==> config.mk <==
export PLATFORM = sky130hd
export DESIGN_NAME = axi_read_response_flat
export DESIGN_NICKNAME = d
export VERILOG_FILES = /design/src/rtl/axi_read_response_if.sv /design/src/rtl/axi_read_response.sv /design/src/flat_wrapper.sv
export SDC_FILE = /design/constraint.sdc
export NUM_CORES = 1
export LEC_CHECK = 0
export BUFFER_PORTS_ARGS = -buffer_cell sky130_fd_sc_hd__buf_4
export CAP_MARGIN = 20
export CORE_MARGIN = 4
export CORE_UTILIZATION = 51
export DETAILED_ROUTE_END_ITERATION = 8
export GPL_TIMING_DRIVEN = 0
export PLACE_DENSITY = 0.86
export SLEW_MARGIN = 20
export SYNTH_ARGS = -nofsm -noshare
export SYNTH_HDL_FRONTEND = slang
export SYNTH_SLANG_ARGS = --single-unit
==> constraint.sdc <==
create_clock -name clk -period 2.03 [get_ports clk]
set_input_delay 0.203 -clock clk [delete_from_list [all_inputs] [get_ports clk]]
set_output_delay 0.203 -clock clk [all_outputs]
set_load 0.05 [all_outputs]
==> src/rtl/axi_read_response_if.sv <==
// Bundles the block-facing signals of the AXI R-channel transmitter: burst descriptor, internal beat source, AXI R channel.
// No latency of its own: wires only.
// Flow control: descriptor uses i_req_valid/o_req_ready, internal beats use i_data_valid/o_data_ready, R channel uses o_rvalid/i_rready.
//   slave  : the transmitter side (drives o_*, samples i_*)
//   master : the environment side (drives i_*, samples o_*)
interface axi_read_response_if #(
    parameter int DATA_WIDTH = 32,
    parameter int ID_WIDTH   = 16
);
    logic                  i_req_valid;
    logic [ID_WIDTH-1:0]   i_req_id;
    logic [7:0]            i_req_len;
    logic                  o_req_ready;

    logic                  i_data_valid;
    logic [DATA_WIDTH-1:0] i_data;
    logic                  i_data_err;
    logic                  o_data_ready;

    logic                  o_rvalid;
    logic [DATA_WIDTH-1:0] o_rdata;
    logic [1:0]            o_rresp;
    logic [ID_WIDTH-1:0]   o_rid;
    logic                  o_rlast;
    logic                  i_rready;

    modport slave (
        input  i_req_valid, i_req_id, i_req_len,
        output o_req_ready,
        input  i_data_valid, i_data, i_data_err,
        output o_data_ready,
        output o_rvalid, o_rdata, o_rresp, o_rid, o_rlast,
        input  i_rready
    );

    modport master (
        output i_req_valid, i_req_id, i_req_len,
        input  o_req_ready,
        output i_data_valid, i_data, i_data_err,
        input  o_data_ready,
        input  o_rvalid, o_rdata, o_rresp, o_rid, o_rlast,
        output i_rready
    );
endinterface

==> src/rtl/axi_read_response.sv <==
// AXI read-data (R) channel transmitter: one burst at a time, beats buffered in a FIFO_DEPTH-entry FIFO, RLAST and SLVERR mapping.
// Latency: a beat accepted at edge N is presented on R (o_rvalid=1) in the cycle after edge N.
// Backpressure: i_rready low holds the R beat stable; o_data_ready drops when the FIFO is full or all len+1 beats were taken.
// Ports: clk, r_reset (synchronous, active-low), bus (axi_read_response_if.slave: descriptor, internal beat source, AXI R channel).
module axi_read_response #(
    parameter int DATA_WIDTH = 32,
    parameter int ID_WIDTH   = 16,
    parameter int FIFO_DEPTH = 4
) (
    input  logic                clk,
    input  logic                r_reset,
    axi_read_response_if.slave  bus
);
    localparam int             AW       = $clog2(FIFO_DEPTH);
    localparam logic [AW:0]    FULL_CNT = (AW+1)'(FIFO_DEPTH);

    typedef enum logic {IDLE, BURST} state_t;

    state_t                state;
    logic [ID_WIDTH-1:0]   rid_q;
    logic [7:0]            accept_left;   // beats still to accept, minus one
    logic [7:0]            send_left;     // beats still to send, minus one
    logic                  accept_done;   // all len+1 beats have been accepted

    logic [DATA_WIDTH-1:0] mem_data [FIFO_DEPTH];
    logic [FIFO_DEPTH-1:0] mem_err;
    logic [AW-1:0]         wr_ptr;
    logic [AW-1:0]         rd_ptr;
    logic [AW:0]           count;

    logic                  data_ready;
    logic                  rvalid;
    logic                  push;
    logic                  pop;

    // Everything below is a function of registered state only, so the
    // R outputs are stable for the whole cycle and hold while stalled.
    assign data_ready = (state == BURST) && (count != FULL_CNT) && !accept_done;
    assign rvalid     = (count != '0);
    assign push       = bus.i_data_valid && data_ready;
    assign pop        = rvalid && bus.i_rready;

    assign bus.o_req_ready  = (state == IDLE);
    assign bus.o_data_ready = data_ready;
    assign bus.o_rvalid     = rvalid;
    // The storage is not reset; gate the head so the bus reads zero when idle.
    assign bus.o_rdata      = rvalid ? mem_data[rd_ptr] : '0;
    assign bus.o_rresp      = (rvalid && mem_err[rd_ptr]) ? 2'b10 : 2'b00;
    assign bus.o_rid        = rid_q;
    assign bus.o_rlast      = rvalid && (send_left == 8'd0);

    // Beat storage, written only on a push.
    always_ff @(posedge clk) begin
        if (push) begin
            mem_data[wr_ptr] <= bus.i_data;
            mem_err[wr_ptr]  <= bus.i_data_err;
        end
    end

    always_ff @(posedge clk) begin
        if (!r_reset) begin
            state       <= IDLE;
            rid_q       <= '0;
            accept_left <= '0;
            send_left   <= '0;
            accept_done <= 1'b0;
            wr_ptr      <= '0;
            rd_ptr      <= '0;
            count       <= '0;
        end else begin
            // Pointers wrap naturally because FIFO_DEPTH is a power of two.
            if (push) begin
                wr_ptr <= wr_ptr + 1'b1;
            end
            if (pop) begin
                rd_ptr <= rd_ptr + 1'b1;
            end
            case ({push, pop})
                2'b10:   count <= count + 1'b1;
                2'b01:   count <= count - 1'b1;
                default: count <= count;
            endcase

            case (state)
                IDLE: begin
                    if (bus.i_req_valid) begin
                        rid_q       <= bus.i_req_id;
                        accept_left <= bus.i_req_len;
                        send_left   <= bus.i_req_len;
                        accept_done <= 1'b0;
                        state       <= BURST;
                    end
                end
                BURST: begin
                    // Counters hold len-minus-progress; stopping at zero keeps
                    // len=255 from wrapping.
                    if (push) begin
                        if (accept_left == 8'd0) begin
                            accept_done <= 1'b1;
                        end else begin
                            accept_left <= accept_left - 8'd1;
                        end
                    end
                    if (pop) begin
                        if (send_left == 8'd0) begin
                            state <= IDLE;
                        end else begin
                            send_left <= send_left - 8'd1;
                        end
                    end
                end
                default: state <= IDLE;
            endcase
        end
    end
endmodule
==> src/flat_wrapper.sv <==
// flat-port wrapper written by rule: the top's interface ports become plain ports
module axi_read_response_flat 
#(
    parameter int DATA_WIDTH = 32,
    parameter int ID_WIDTH   = 16,
    parameter int FIFO_DEPTH = 4
)
  (clk, r_reset, bus_i_req_valid, bus_i_req_id, bus_i_req_len, bus_o_req_ready, bus_i_data_valid, bus_i_data, bus_i_data_err, bus_o_data_ready, bus_o_rvalid, bus_o_rdata, bus_o_rresp, bus_o_rid, bus_o_rlast, bus_i_rready);
  axi_read_response_if #(.DATA_WIDTH(DATA_WIDTH), .ID_WIDTH(ID_WIDTH)) bus_i ();
  input  logic clk;
  input  logic r_reset;
  input wire logic [$bits(bus_i.i_req_valid)-1:0] bus_i_req_valid;
  input wire logic [$bits(bus_i.i_req_id)-1:0] bus_i_req_id;
  input wire logic [$bits(bus_i.i_req_len)-1:0] bus_i_req_len;
  output wire logic [$bits(bus_i.o_req_ready)-1:0] bus_o_req_ready;
  input wire logic [$bits(bus_i.i_data_valid)-1:0] bus_i_data_valid;
  input wire logic [$bits(bus_i.i_data)-1:0] bus_i_data;
  input wire logic [$bits(bus_i.i_data_err)-1:0] bus_i_data_err;
  output wire logic [$bits(bus_i.o_data_ready)-1:0] bus_o_data_ready;
  output wire logic [$bits(bus_i.o_rvalid)-1:0] bus_o_rvalid;
  output wire logic [$bits(bus_i.o_rdata)-1:0] bus_o_rdata;
  output wire logic [$bits(bus_i.o_rresp)-1:0] bus_o_rresp;
  output wire logic [$bits(bus_i.o_rid)-1:0] bus_o_rid;
  output wire logic [$bits(bus_i.o_rlast)-1:0] bus_o_rlast;
  input wire logic [$bits(bus_i.i_rready)-1:0] bus_i_rready;
  assign bus_i.i_req_valid = bus_i_req_valid;
  assign bus_i.i_req_id = bus_i_req_id;
  assign bus_i.i_req_len = bus_i_req_len;
  assign bus_o_req_ready = bus_i.o_req_ready;
  assign bus_i.i_data_valid = bus_i_data_valid;
  assign bus_i.i_data = bus_i_data;
  assign bus_i.i_data_err = bus_i_data_err;
  assign bus_o_data_ready = bus_i.o_data_ready;
  assign bus_o_rvalid = bus_i.o_rvalid;
  assign bus_o_rdata = bus_i.o_rdata;
  assign bus_o_rresp = bus_i.o_rresp;
  assign bus_o_rid = bus_i.o_rid;
  assign bus_o_rlast = bus_i.o_rlast;
  assign bus_i.i_rready = bus_i_rready;
  axi_read_response #(.DATA_WIDTH(DATA_WIDTH), .ID_WIDTH(ID_WIDTH), .FIFO_DEPTH(FIFO_DEPTH)) u_core (.clk(clk), .r_reset(r_reset), .bus(bus_i));
endmodule
### Word level (Yosys, flattened, before mapping)

Memory sizes are Yosys's and may differ from the RTL's. A register that Yosys moved wholly into a read port is not among the register bits.
Index checks and enable logic that the tools add are counted.

* RAM bits: 128
* output and inout port bits: 54
* register bits after elaboration: 45
* memories kept: 1
* word-level logic and storage cells: 72
* input bits: 62

* add/subtract/negate cells: 6
* muxes and demuxes: 27
* order comparisons: 3
* reduce and logical (&&, ||, !) cells: 16
* equality and inequality tests: 9
* bitwise operators: 1

Memory list
* u_core.mem_data: depth 4, width 32, rd ports 1, clocked after memory_dff 1, wr ports 1, RTL line axi_read_response.sv:25 `logic [DATA_WIDTH-1:0] mem_data [FIFO_DEPTH];`

Operators by type and width (number)
* two-way mux 8 bit: 5
* two-way mux 32 bit: 1
* case mux 8 bit (2 select lines): 2
* logical NOT 8 bit: 2
* subtractor 8 x 1 -> 8 bit, second input constant: 2
* != test 2 bit, second input constant: 6
* two-way mux 1 bit: 10
* AND reduction 3 bit: 3
* logical AND 1 bit: 7
* < comparator 2 x 3 -> 1 bit, second input constant: 2
* two-way mux 2 bit: 3
* case mux 3 bit (2 select lines): 1
* adder 2 x 1 -> 2 bit, second input constant: 2
* bitwise mux 4 bit: 1
* case mux 1 bit (2 select lines): 2
* adder 3 x 1 -> 3 bit, second input constant: 1
* != test 3 bit, second input constant: 1
* nonzero test 3 bit: 1
* subtractor 3 x 1 -> 3 bit, second input constant: 1
* binary-select mux 1 bit (select 2 bit): 1
* demux 1 bit (select 2 bit): 1
* == test 2 x 1 -> 1 bit, second input constant: 1
* == test 2 bit, second input constant: 1
* greater-or-equal comparator 2 x 1 -> 1 bit, second input constant: 1
* 4 further kinds: 4

### Logic depth before layout (Yosys ltp)

Gate-level depths: netlist of the first run.

* word-level depth: 6
* depth in mapped cells: 10

### Least setup slack after synthesis of the first run

OpenSTA, ideal clock, no wires.

* path kind: register to output
* from: reg u_core.state
* to: out bus_o_data_ready
* path buffers: 3
* data required time: 1.827 ns
* arrival: 2.123 ns
* path slack: -0.296 ns
* stages on the path, launching flop included: 6
* cells stage by stage: dfxtp_1 buf_2 inv_1 clkbuf_1 buf_2 nor3_1

* word-level cells in the longest chain between the ends: 2

RTL lines
* from (decl): RTL line axi_read_response.sv:19 `state_t state;`
* from (signal assigned): RTL line axi_read_response.sv:62 `state <= IDLE;`
* from (signal assigned): RTL line axi_read_response.sv:91 `state <= BURST;`
* from (signal assigned): RTL line axi_read_response.sv:106 `state <= IDLE;`
* logical AND 1 bit (2 in series): RTL line axi_read_response.sv:38 `assign data_ready = (state == BURST) && (count != FULL_CNT) && !accept_done;`
* to (decl): RTL line flat_wrapper.sv:19 `output wire logic [$bits(bus_i.o_data_ready)-1:0] bus_o_data_ready;`

No other way between the ends.

==> impl_metrics.sql, run 1 <==
INSERT INTO impl_metrics (metric_group, metric, value, unit) VALUES
('outcome', 'status', 'complete, but fails checks', ''),
('outcome', 'failed_checks', 'setup timing', ''),
('place', 'io_buffer_count', '114', ''),
('yosys', 'synth_edf_count', '132', ''),
('die', 'fp.dieH', '126', 'um'),
('die', 'floorplan.die_area', '15800', 'sq um'),
('drt', 'wl_cell', '19.1', 'um'),
('yosys', 'yosysUniqueCellTypes', '46', ''),
('global_route', 'grt_pass1_wl', '25700', 'um'),
('power_and_ir_drop', 'power.static_leakage', '3.58', 'nW'),
('sta', 'final_critical_path_setup_slack', '-0.0731', 'ns'),
('clock_tree', 'clock_transition_at_path_regs', '0.07', 'ns'),
('power_and_ir_drop', 'peak_supply_drop', '682', 'uV'),
('critical_path', 'critical_path_required', '1.83', 'ns'),
('clock_tree', 'cts_tree', 'done', ''),
('critical_path', 'worst_path_most_repeated_cell', 'sky130_fd_sc_hd__buf_12', ''),
('die', 'rows', '42', ''),
('place', 'post-place-ws', '-0.342', 'ns'),
('die', 'die-width', '126', 'um'),
('power_and_ir_drop', 'power_density', '1200', 'nW/um^2'),
('run', 'timing.max_cap.violations', '0', ''),
('critical_path', 'critical_path.n_buffers_inverters', '3', ''),
('yosys', 'synth-warning-count', '0', ''),
('clock_tree', 'clock_latency', '0.42', 'ns'),
('sta', 'clock-skew-final', '0.00771', 'ns'),
('clock_tree', 'clock_sinks', '175', ''),
('clock_tree', 'numCtsBuffers', '17', ''),
('clock_tree', 'clock_path_buffers', '2', ''),
('critical_path', 'worst_path_largest_cell_delay', '0.51', 'ns'),
('global_route', 'global_route.usage.total', '20.8', '%'),
('yosys', 'synthTopCellsByArea', 'sky130_fd_sc_hd__edfxtp_1 56%, sky130_fd_sc_hd__dfxtp_1 12%, sky130_fd_sc_hd__mux4_2 11%', ''),
('critical_path', 'cell_with_the_largest_stage_delay_on_the_worst_path', 'sky130_fd_sc_hd__mux4_2', ''),
('sta', 'worst_pin_slew', '0.771', 'ns'),
('yosys', 'postSynth.asyncResetShare', '0', '%'),
('critical_path', 'ordered_cell_list_for_the_critical_path', 'buf_12 -> buf_12 -> mux4_2 -> and2_4 -> buf_8', ''),
('drt', 'routed_wirelength', '16300', 'um'),
('drt', 'final_antenna_net_count', '0', ''),
('drt', 'detailedRoute.firstIterationViolations', '326', ''),
('drt', 'drcViolationCount', '0', ''),
('critical_path', 'critPathArrivalTime', '1.90', 'ns'),
('die', 'design.portCount', '116', ''),
('drt', 'num_vias', '4693', ''),
('sta', 'grt_setup_unrepaired', 'yes', ''),
('yosys', 'register_bit_count_reported_by_yosys', '175', ''),
('sta', 'final-max-slew-violation-count', '0', ''),
('yosys', 'synth_top_cell_by_area', 'sky130_fd_sc_hd__edfxtp_1', ''),
('global_route', 'grt_antenna_before_repair', '0', ''),
('yosys', 'postSynthCellCount', '477', ''),
('yosys', 'synth.avg_cell_area', '14.8', 'sq um'),
('global_route', 'globalRouteOverflowTotal', '0', ''),
('die', 'start_util', '52.8', '%'),
('power_and_ir_drop', 'power', '11.7', 'mW'),
('critical_path', 'crit_path_start_kind', 'register', ''),
('clock_tree', 'root_buffer_cell', 'sky130_fd_sc_hd__clkbuf_16', ''),
('global_route', 'grt_start_max_net_pins', '34', ''),
('sta', 'period_minus_slack', '2.10', 'ns'),
('yosys', 'synth_largest_type_area_fraction', '56.0', '%'),
('sta', 'maxSlewHeadroom', '48.1', '%'),
('sta', 'final_min_period_over_clock_period', '104', '%'),
('die', 'core-area', '13400', 'sq um'),
('yosys', 'yosys_most_used_dff', 'sky130_fd_sc_hd__edfxtp_1', ''),
('final_layout', 'antenna_cells_inserted', '0', ''),
('clock_tree', 'h_tree_depth', '4', ''),
('yosys', 'mappedNetlistArea', '7080', 'sq um'),
('sta', 'setup_viol_count_final', '28', ''),
('place', 'finalWeightedCongestion', '0.899', ''),
('critical_path', 'crit_family', 'multiplexers', ''),
('critical_path', 'cp_max_fo', '5', ''),
('drt', 'drt_pass1_iterations', '5', ''),
('sta', 'final_hold_violation_count', '0', ''),
('worst_hold_path', 'worst_min_delay_path_class', 'input port to register', ''),
('final_layout', 'area_growth_synth_to_finish', '37.6', '%'),
('final_layout', 'fraction_of_layout_cells_with_a_size_suffix_above_1', '40.9', '%'),
('yosys', 'synth-seq-area-share', '68.2', '%'),
('global_route', 'first_global_vias', '4984', ''),
('critical_path', 'worstSetupEndpointType', 'output port', ''),
('critical_path', 'critical_path_class', 'register to output port', ''),
('place', 'place_hpwl', '9790', 'um'),
('sta', 'maxClockFrequency', '0.475', 'GHz'),
('final_layout', 'nNetsFinal', '732', ''),
('drt', 'routed_via_count_divided_by_cell_count', '5.53', ''),
('yosys', 'synth_nets', '549', '');
cells in the final DEF, fill, tap and decap left out, types with 3 or more instances in the layout:
cell / synthesis / routed
sky130_fd_sc_hd__inv_6: 0 / 4
sky130_fd_sc_hd__buf_12: 0 / 5
sky130_fd_sc_hd__clkbuf_16: 0 / 17
sky130_fd_sc_hd__clkinvlp_4: 0 / 4
sky130_fd_sc_hd__dfxtp_1: 43 / 39
sky130_fd_sc_hd__nand2_1: 55 / 54
sky130_fd_sc_hd__clkbuf_1: 11 / 6
sky130_fd_sc_hd__nor2_1: 19 / 18
sky130_fd_sc_hd__a21oi_1: 35 / 34
sky130_fd_sc_hd__dfxtp_4: 0 / 3
sky130_fd_sc_hd__o21ai_0: 10 / 10
sky130_fd_sc_hd__a21oi_2: 4 / 4
sky130_fd_sc_hd__clkbuf_4: 0 / 3
sky130_fd_sc_hd__edfxtp_1: 132 / 132
sky130_fd_sc_hd__mux4_2: 33 / 33
sky130_fd_sc_hd__buf_4: 2 / 100
sky130_fd_sc_hd__nand3_1: 4 / 3
sky130_fd_sc_hd__a21o_1: 5 / 5
sky130_fd_sc_hd__buf_8: 0 / 20
sky130_fd_sc_hd__dlygate4sd3_1: 0 / 33
sky130_fd_sc_hd__inv_1: 14 / 11
sky130_fd_sc_hd__nand2b_1: 3 / 3
sky130_fd_sc_hd__or3_1: 5 / 4
sky130_fd_sc_hd__bufinv_16: 0 / 3
sky130_fd_sc_hd__and2_4: 0 / 36
sky130_fd_sc_hd__buf_6: 2 / 18
sky130_fd_sc_hd__ha_1: 9 / 8
sky130_fd_sc_hd__nor3_1: 4 / 3
sky130_fd_sc_hd__o21ai_1: 4 / 4
sky130_fd_sc_hd__clkinv_1: 1 / 3
stage by stage:
stage	TNS (ns)	hold slack [ns]	instance area [sq um]	std cells	utilization [%]
final	-0.871	0.0207	9730	849	72.6
after global routing	-2.81	0.00522	9730	849	72.6
after floorplan	0	0.302	7090	477	-
after CTS	-1.63	0.00557	9630	845	71.9
after global placement	-31.91	0.402	8170	767	60.9
after detailed placement	-45.01	0.405	8170	767	60.9
final timing paths:
kind | from | slack (ns) | cells past startpoint | endpoint
max reg2reg | u_core.count[2] | -0.05 | 10 | u_core.count[2]
min | bus_i_req_id[14] | 0.02 | 3 | u_core.bus.o_rid[14]
min reg2reg | u_core.bus.o_rid[2] | 0.46 | 2 | u_core.bus.o_rid[2]
max | register | -0.07 | 5 | bus_o_rdata[7]
worst reg2reg max path, cell delays in order (launching register included):
cell and delay [ns]:
sky130_fd_sc_hd__dfxtp_2 0.36, sky130_fd_sc_hd__nor3b_4 0.25, sky130_fd_sc_hd__nor3_4 0.06, sky130_fd_sc_hd__buf_6 0.13
sky130_fd_sc_hd__inv_4 0.06, sky130_fd_sc_hd__ha_4 0.13, sky130_fd_sc_hd__inv_2 0.04, sky130_fd_sc_hd__fa_2 0.34
sky130_fd_sc_hd__xor2_2 0.15, sky130_fd_sc_hd__or3_1 0.33, sky130_fd_sc_hd__a21oi_2 0.15
sequential cells by signal (all words and copies together) (netlist names), named ones only:
signal / flops
u_core.state: 1
u_core.mem_data: 128
u_core.rd_ptr: 2
u_core.mem_err: 4
u_core.wr_ptr: 2
u_core.accept_done: 1
u_core.send_left: 8
u_core.count: 3
u_core.bus.o_rid: 16
u_core.accept_left: 8
cells in the mapped netlist (3+ instances only):
master                     number
sky130_fd_sc_hd__nand2b_1       3
sky130_fd_sc_hd__a21o_1         5
sky130_fd_sc_hd__clkbuf_1      11
sky130_fd_sc_hd__or3_1          5
sky130_fd_sc_hd__xor2_1         3
sky130_fd_sc_hd__and2_1        37
sky130_fd_sc_hd__a21oi_1       35
sky130_fd_sc_hd__o21ai_0       10
sky130_fd_sc_hd__buf_2          7
sky130_fd_sc_hd__a21oi_2        4
sky130_fd_sc_hd__ha_1           9
sky130_fd_sc_hd__inv_1         14
sky130_fd_sc_hd__nor4_1         3
sky130_fd_sc_hd__edfxtp_1     132
sky130_fd_sc_hd__buf_1          3
sky130_fd_sc_hd__dfxtp_1       43
sky130_fd_sc_hd__nand3_1        4
sky130_fd_sc_hd__nor3_1         4
sky130_fd_sc_hd__o21ai_1        4
sky130_fd_sc_hd__nand2_1       55
sky130_fd_sc_hd__nor2_1        19
sky130_fd_sc_hd__mux4_2        33
logic make-up (layout without fill, tap and decap cells):
logic type	after synthesis	after routing	share of synthesized area [%]
other	1	1	0.0530
adder cells (fa/ha/maj)	10	10	1.87
flip-flops	175	175	68.2
buffers and inverters	41	237	2.62
AND/OR/NAND/NOR	137	137	9.50
multiplexers	34	34	10.6
XOR/XNOR	5	5	0.619
AO/OA/AOI/OAI	74	74	6.51
cell type report:
cell class,instances,area (sq um)
buffer,22,195
clock buffer,18,429
multi-input combinational,261,2240
tap,176,220
fill,818,3670
timing repair buffer,167,1570
clock inverter,14,165
inverter,16,71.3
sequential,175,4840
report_power, final:
part	leakage (nW)	internal, mW	switching, mW
registers	1.55	4.01	0.139
logic	1.75	1.97	2.30
clock network	0.282	1.93	1.33
total	3.58	7.92	3.77
metal layers:
| metal | vias up | share of wire (%) | global-route usage [%] |
|---|---|---|---|
| li1 | 2135 | - | - |
| met1 | 2342 | 39 | 24.9 |
| met2 | 188 | 53 | 37.3 |
| met3 | 28 | 6.8 | 5.21 |
| met4 | 0 | 1.8 | 6.44 |
| met5 | - | 0 | 0 |
repair_timing:
action | CTS | global route
pin swaps | 16 | 11
buffers inserted | 15 | 6
hold buffers | 33 | 0
gates resized for setup | 126 | 24
endpoints found under the setup margin | 170 | 38
cloned | 1 | 0
endpoints found under the hold margin | 132 | 0
(Power assumes the default switching activity.)
==> run 2: changes to the inputs <==
- BUFFER_PORTS_ARGS: -buffer_cell sky130_fd_sc_hd__buf_4 -> -buffer_cell sky130_fd_sc_hd__buf_2
==> run 2 against run 1 <==
The flow still finishes with violations (setup timing). Count of clock-buffer cells in the layout rose by 3. Sequential share of layout area grew 1.1 points. Flip-flop and latch count is the same. Critical endpoint unchanged. Largest cell class unchanged. Largest power group unchanged.
==> impl_metrics.sql, run 2 (same netlist as run 1, synthesis figures left out) <==
INSERT INTO impl_metrics (metric_group, metric, value, unit) VALUES
('outcome', 'status', 'complete, but fails checks', ''),
('outcome', 'failed_checks', 'setup timing', ''),
('critical_path', 'critical_path_required', '1.83', 'ns'),
('sta', 'final_min_period_over_clock_period', '105', '%'),
('drt', 'final_antenna_net_count', '0', ''),
('sta', 'final-max-slew-violation-count', '0', ''),
('global_route', 'grt_antenna_before_repair', '0', ''),
('die', 'die-width', '126', 'um'),
('sta', 'period_minus_slack', '2.13', 'ns'),
('power_and_ir_drop', 'power', '11.8', 'mW'),
('final_layout', 'top_register', 'u_core.mem_data', ''),
('die', 'fp.dieH', '126', 'um'),
('worst_hold_path', 'worst_min_delay_path_class', 'input port to register', ''),
('die', 'design.portCount', '116', ''),
('sta', 'setup_viol_count_final', '33', ''),
('clock_tree', 'numCtsBuffers', '17', ''),
('sta', 'worst_pin_slew', '0.723', 'ns'),
('sta', 'worst_hold_slack', '0.0182', 'ns'),
('die', 'start_util', '52.8', '%'),
('place', 'placedCellCount', '767', ''),
('power_and_ir_drop', 'power.static_leakage', '3.52', 'nW'),
('critical_path', 'worst_r2r_startpoint', 'u_core.count[1]', ''),
('final_layout', 'layout_commonest_cell', 'sky130_fd_sc_hd__edfxtp_1', ''),
('final_layout', 'nNetsFinal', '727', ''),
('clock_tree', 'clock_transition_at_path_regs', '0.06', 'ns'),
('final_layout', 'final_cells', '844', ''),
('critical_path', 'r2r_cells', '9', ''),
('drt', 'wl_cell', '19.4', 'um'),
('worst_hold_path', 'worst_hold_startpoint', 'bus_i_data[24]', ''),
('clock_tree', 'cts_tree', 'done', ''),
('place', 'finalWeightedCongestion', '0.857', ''),
('die', 'rows', '42', ''),
('clock_tree', 'root_buffer_cell', 'sky130_fd_sc_hd__clkbuf_16', ''),
('drt', 'drt_pass1_iterations', '5', ''),
('sta', 'final_hold_violation_count', '0', ''),
('critical_path', 'critical_path_class', 'register to output port', ''),
('place', 'io_buffer_count', '114', ''),
('clock_tree', 'clock_latency', '0.43', 'ns'),
('critical_path', 'cp_max_fo', '7', ''),
('clock_tree', 'clock_path_buffers', '2', ''),
('sta', 'maxClockFrequency', '0.469', 'GHz'),
('clock_tree', 'h_tree_depth', '4', ''),
('final_layout', 'antenna_cells_inserted', '0', ''),
('final_layout', 'area_growth_synth_to_finish', '34.6', '%'),
('power_and_ir_drop', 'power_density', '1240', 'nW/um^2'),
('worst_hold_path', 'whs_path_depth', '1', ''),
('drt', 'detailedRoute.firstIterationViolations', '425', ''),
('critical_path', 'r2r_setup_slack', '-0.05', 'ns'),
('global_route', 'global_route.usage.total', '20.9', '%'),
('critical_path', 'worstReg2RegEnd', 'u_core.count[2]', ''),
('place', 'place_hpwl', '9740', 'um'),
('drt', 'num_vias', '4643', ''),
('power_and_ir_drop', 'peak_supply_drop', '556', 'uV'),
('final_layout', 'largest_register_ffs', '128', ''),
('drt', 'drcViolationCount', '0', ''),
('sta', 'final_critical_path_setup_slack', '-0.103', 'ns'),
('worst_hold_path', 'hold_crit_endpoint', 'u_core.mem_data[3][24]', ''),
('final_layout', 'mostFrequentLayoutCells', '132 x sky130_fd_sc_hd__edfxtp_1, 84 x sky130_fd_sc_hd__buf_2, 55 x sky130_fd_sc_hd__nand2_1, 39 x sky130_fd_sc_hd__dfxtp_1, 36 x sky130_fd_sc_hd__and2_4', ''),
('critical_path', 'crit_path_start_kind', 'register', ''),
('sta', 'maxSlewHeadroom', '51.4', '%'),
('die', 'floorplan.die_area', '15800', 'sq um'),
('sta', 'grt_setup_unrepaired', 'yes', ''),
('drt', 'routed_via_count_divided_by_cell_count', '5.50', ''),
('sta', 'clock-skew-final', '0.0115', 'ns'),
('global_route', 'grt_pass1_wl', '25700', 'um'),
('drt', 'routed_wirelength', '16400', 'um'),
('critical_path', 'worstSetupEndpointType', 'output port', ''),
('critical_path', 'critPathArrivalTime', '1.93', 'ns'),
('run', 'timing.max_cap.violations', '0', ''),
('die', 'core-area', '13400', 'sq um'),
('clock_tree', 'clock_sinks', '175', ''),
('final_layout', 'fraction_of_layout_cells_with_a_size_suffix_above_1', '39.8', '%'),
('global_route', 'first_global_vias', '4867', ''),
('global_route', 'globalRouteOverflowTotal', '0', ''),
('global_route', 'grt_start_max_net_pins', '34', '');
## run 2: cell types whose count changed in the layout (fill, tap and decap cells not counted), moves of 2 or more
cell,delta
sky130_fd_sc_hd__buf_2,+82
sky130_fd_sc_hd__buf_4,-84
sky130_fd_sc_hd__buf_6,-4
sky130_fd_sc_hd__clkbuf_1,+3
sky130_fd_sc_hd__clkbuf_16,+2
sky130_fd_sc_hd__inv_6,-3
## run 2: power breakdown
part | internal, mW | switching (mW)
logic | 1.96 | 2.35
registers | 4.01 | 0.114
clock network | 2.05 | 1.29
total | 8.03 | 3.75
## run 2: worst max-delay path by stage
stage / end / start / depth (start not counted)
2_1_floorplan: u_core.count[2] / u_core.count[0] / 9
3_3_place_gp: u_core.mem_data[1][20] / u_core.state / 4
3_5_place_dp: u_core.count[2] / u_core.state / 10
4_1_cts: bus_o_rdata[10] / register / 5
5_1_grt: bus_o_rdata[7] / register / 5
6_report: bus_o_rdata[7] / register / 5
## run 2: layout make-up
class                   instances  area, sq um
repair buffers                162         1380
flip-flops and latches        175         4840
clock buffers                  21          440
multi-input cells             261         2230
well taps                     176          220
fillers                       879         3880
clock inverters                11          165
plain buffers                  22          178
inverters                      16         71.3
## run 2: layer usage
| metal | up-vias | wire, um | track usage [%] |
|---|---|---|---|
| met5 | - | 0 | 0 |
| met4 | 0 | 274 | 6.25 |
| met3 | 26 | 994 | 4.83 |
| met2 | 184 | 8640 | 37.1 |
| met1 | 2307 | 6500 | 25.6 |
| li1 | 2126 | - | - |
## run 2: repair_timing
action | 4_1_cts | 5_1_grt
resized for setup | 155 | 24
buffers inserted | 10 | 5
pin swaps | 10 | 22
hold endpoints to repair | 122 | 3
hold buffers | 31 | 1
cloned | 1 | 2
endpoints found under the setup margin | 171 | 36
## run 2: critical path, cell delays in order, from the launching register on
cell                        delay (ns)
sky130_fd_sc_hd__dfxtp_4          0.36
sky130_fd_sc_hd__buf_12           0.14
sky130_fd_sc_hd__clkbuf_16        0.16
sky130_fd_sc_hd__mux4_2           0.51
sky130_fd_sc_hd__and2_4           0.18
sky130_fd_sc_hd__buf_6            0.14
## run 2: through the flow
| step | worst slack, ns | util, % | cell area (sq um) | setup TNS [ns] |
|---|---|---|---|---|
| 3_3_place_gp | -0.250 | 58.8 | 7880 | -33.55 |
| 4_1_cts | -0.0940 | 70.0 | 9380 | -2.17 |
| 3_5_place_dp | -0.394 | 58.8 | 7880 | -49.93 |
| 6_report | -0.103 | 71.1 | 9520 | -1.33 |
| 5_1_grt | -0.145 | 71.1 | 9520 | -3.26 |
| 2_1_floorplan | 0.0519 | - | 7090 | 0 |
==> run 3: changes to the inputs <==
- CORE_ASPECT_RATIO: unset -> 0.7
==> run 3 against run 2 <==
The run still ends with setup timing left. First-iteration DRC count shrank 20%. Sequential share of layout area is 0.52 points higher. Maximum frequency is 2.1% higher. Critical endpoint is now bus_o_rdata[25]. Largest cell class unchanged.
==> impl_metrics.sql, run 3 (same netlist as run 1, synthesis figures left out) <==
INSERT INTO impl_metrics (metric_group, metric, value, unit) VALUES
('outcome', 'status', 'complete, but fails checks', ''),
('outcome', 'failed_checks', 'setup timing', ''),
('final_layout', 'fraction_of_layout_cells_with_a_size_suffix_above_1', '39.9', '%'),
('die', 'start_util', '53.0', '%'),
('drt', 'final_antenna_net_count', '0', ''),
('final_layout', 'postLayoutCoreUtil', '70.6', '%'),
('final_layout', 'mostFrequentLayoutCells', '132 x sky130_fd_sc_hd__edfxtp_1, 83 x sky130_fd_sc_hd__buf_2, 54 x sky130_fd_sc_hd__nand2_1, 39 x sky130_fd_sc_hd__dfxtp_1, 37 x sky130_fd_sc_hd__and2_4', ''),
('clock_tree', 'numCtsBuffers', '17', ''),
('sta', 'maxSlewHeadroom', '31.9', '%'),
('global_route', 'global_route.usage.total', '19.9', '%'),
('critical_path', 'critical_path_required', '1.83', 'ns'),
('global_route', 'grt_pass1_wl', '24300', 'um'),
('die', 'floorplan.die_area', '15900', 'sq um'),
('final_layout', 'antenna_cells_inserted', '0', ''),
('clock_tree', 'h_tree_depth', '4', ''),
('final_layout', 'area_growth_synth_to_finish', '33.2', '%'),
('sta', 'setup_viol_count_final', '26', ''),
('drt', 'routed_via_count_divided_by_cell_count', '5.44', ''),
('drt', 'detailedRoute.firstIterationViolations', '340', ''),
('final_layout', 'top_register', 'u_core.mem_data', ''),
('sta', 'worst_hold_slack', '0.0186', 'ns'),
('sta', 'final-max-slew-violation-count', '0', ''),
('sta', 'maxClockFrequency', '0.479', 'GHz'),
('critical_path', 'cp_max_fo', '10', ''),
('power_and_ir_drop', 'power.static_leakage', '3.48', 'nW'),
('global_route', 'grt_start_max_net_pins', '34', ''),
('power_and_ir_drop', 'peak_supply_drop', '839', 'uV'),
('global_route', 'globalRouteOverflowTotal', '0', ''),
('sta', 'final_hold_violation_count', '0', ''),
('final_layout', 'largest_register_ffs', '128', ''),
('sta', 'setup-tns-final', '-0.838', 'ns'),
('sta', 'worst_pin_slew', '1.01', 'ns'),
('drt', 'num_vias', '4608', ''),
('critical_path', 'critical_path_class', 'register to output port', ''),
('clock_tree', 'clock_transition_at_path_regs', '0.07', 'ns'),
('critical_path', 'r2r_setup_slack', '0.07', 'ns'),
('place', 'io_buffer_count', '114', ''),
('drt', 'routed_wirelength', '15900', 'um'),
('sta', 'grt_setup_unrepaired', 'yes', ''),
('place', 'place_hpwl', '9620', 'um'),
('final_layout', 'nNetsFinal', '721', ''),
('critical_path', 'worstSetupEndpointType', 'output port', ''),
('final_layout', 'n_fill_cell', '852', ''),
('die', 'core-area', '13400', 'sq um'),
('die', 'fp.dieH', '107', 'um'),
('sta', 'final_critical_path_setup_slack', '-0.0580', 'ns'),
('place', 'post-place-ws', '-0.335', 'ns'),
('power_and_ir_drop', 'power', '11.7', 'mW'),
('clock_tree', 'cts_tree', 'done', ''),
('critical_path', 'crit_path_start_kind', 'register', ''),
('sta', 'period_minus_slack', '2.09', 'ns'),
('die', 'die-width', '149', 'um'),
('run', 'timing.max_cap.violations', '0', ''),
('place', 'finalWeightedCongestion', '0.928', ''),
('sta', 'final_min_period_over_clock_period', '103', '%'),
('die', 'rows', '35', ''),
('drt', 'drt_pass1_iterations', '4', ''),
('critical_path', 'critPathArrivalTime', '1.89', 'ns'),
('clock_tree', 'clock_latency', '0.42', 'ns'),
('clock_tree', 'clock_sinks', '175', ''),
('clock_tree', 'root_buffer_cell', 'sky130_fd_sc_hd__clkbuf_16', ''),
('global_route', 'first_global_vias', '4789', ''),
('global_route', 'grt_antenna_before_repair', '0', ''),
('drt', 'drcViolationCount', '0', ''),
('die', 'design.portCount', '116', ''),
('power_and_ir_drop', 'power_density', '1240', 'nW/um^2'),
('drt', 'wl_cell', '18.8', 'um'),
('clock_tree', 'clock_path_buffers', '2', ''),
('sta', 'clock-skew-final', '0.00723', 'ns'),
('worst_hold_path', 'worst_min_delay_path_class', 'input port to register', ''),
('final_layout', 'layout_commonest_cell', 'sky130_fd_sc_hd__edfxtp_1', '');
run 3: changes by cell type in the layout (fill, tap and decap cells not counted), moves of 3 or more:
cell                       before  now
sky130_fd_sc_hd__inv_6          1    7
sky130_fd_sc_hd__buf_8         21    9
sky130_fd_sc_hd__buf_6         14   25
sky130_fd_sc_hd__buf_4         16   12
sky130_fd_sc_hd__clkbuf_1       9    6
run 3: worst paths after layout:
| path | start | endpoint | depth (start not counted) |
|---|---|---|---|
| min reg2reg | u_core.bus.o_rid[2] | u_core.bus.o_rid[2] | 2 |
| max reg2reg | u_core.count[0] | u_core.count[2] | 9 |
| min | bus_i_req_id[14] | u_core.bus.o_rid[14] | 3 |
| max | register | bus_o_rdata[25] | 4 |
run 3: final cells by class:
class / count / area (sq um) / area share (%)
clock buffers: 18 / 429 / 4.55
flip-flops and latches: 175 / 4840 / 51.3
inverters: 16 / 66.3 / 0.703
multi-input cells: 265 / 2260 / 24.0
clock inverters: 14 / 225 / 2.39
well taps: 185 / 231 / 2.46
plain buffers: 22 / 183 / 1.94
repair buffers: 152 / 1190 / 12.7
run 3: critical path, cell delays in order (launching register included):
cell and delay [ns]:
sky130_fd_sc_hd__dfxtp_4 0.45, sky130_fd_sc_hd__buf_12 0.18, sky130_fd_sc_hd__mux4_2 0.51, sky130_fd_sc_hd__and2_4 0.18, sky130_fd_sc_hd__buf_6 0.14
run 3: through the flow:
step | area, sq um | std cells
4_1_cts | 9350 | 844
2_1_floorplan | 7090 | 477
3_3_place_gp | 7890 | 776
6_report | 9430 | 847
5_1_grt | 9430 | 847
3_5_place_dp | 7890 | 776
run 3: power by group:
group | total [mW] | internal, mW | switching [mW]
clock | 3.59 | 2.21 | 1.37
sequential | 4.15 | 4.01 | 0.139
combinational | 3.98 | 1.75 | 2.23
run 3: what timing repair did:
action | 4_1_cts | 5_1_grt
pin swaps | 8 | 12
endpoints found under the setup margin | 170 | 170
resized for setup | 146 | 16
endpoints found under the hold margin | 107 | 0
hold buffers | 30 | 0
buffers inserted | 7 | 0
cloned | 1 | 4
run 3: layer usage:
layer,vias to the layer above,GRT usage [%],part of all wire [%]
li1,2121,-,-
met1,2289,26.3,44
met2,181,33.5,49
met3,17,4.81,6.3
met4,0,5.03,1.0
met5,-,0,0
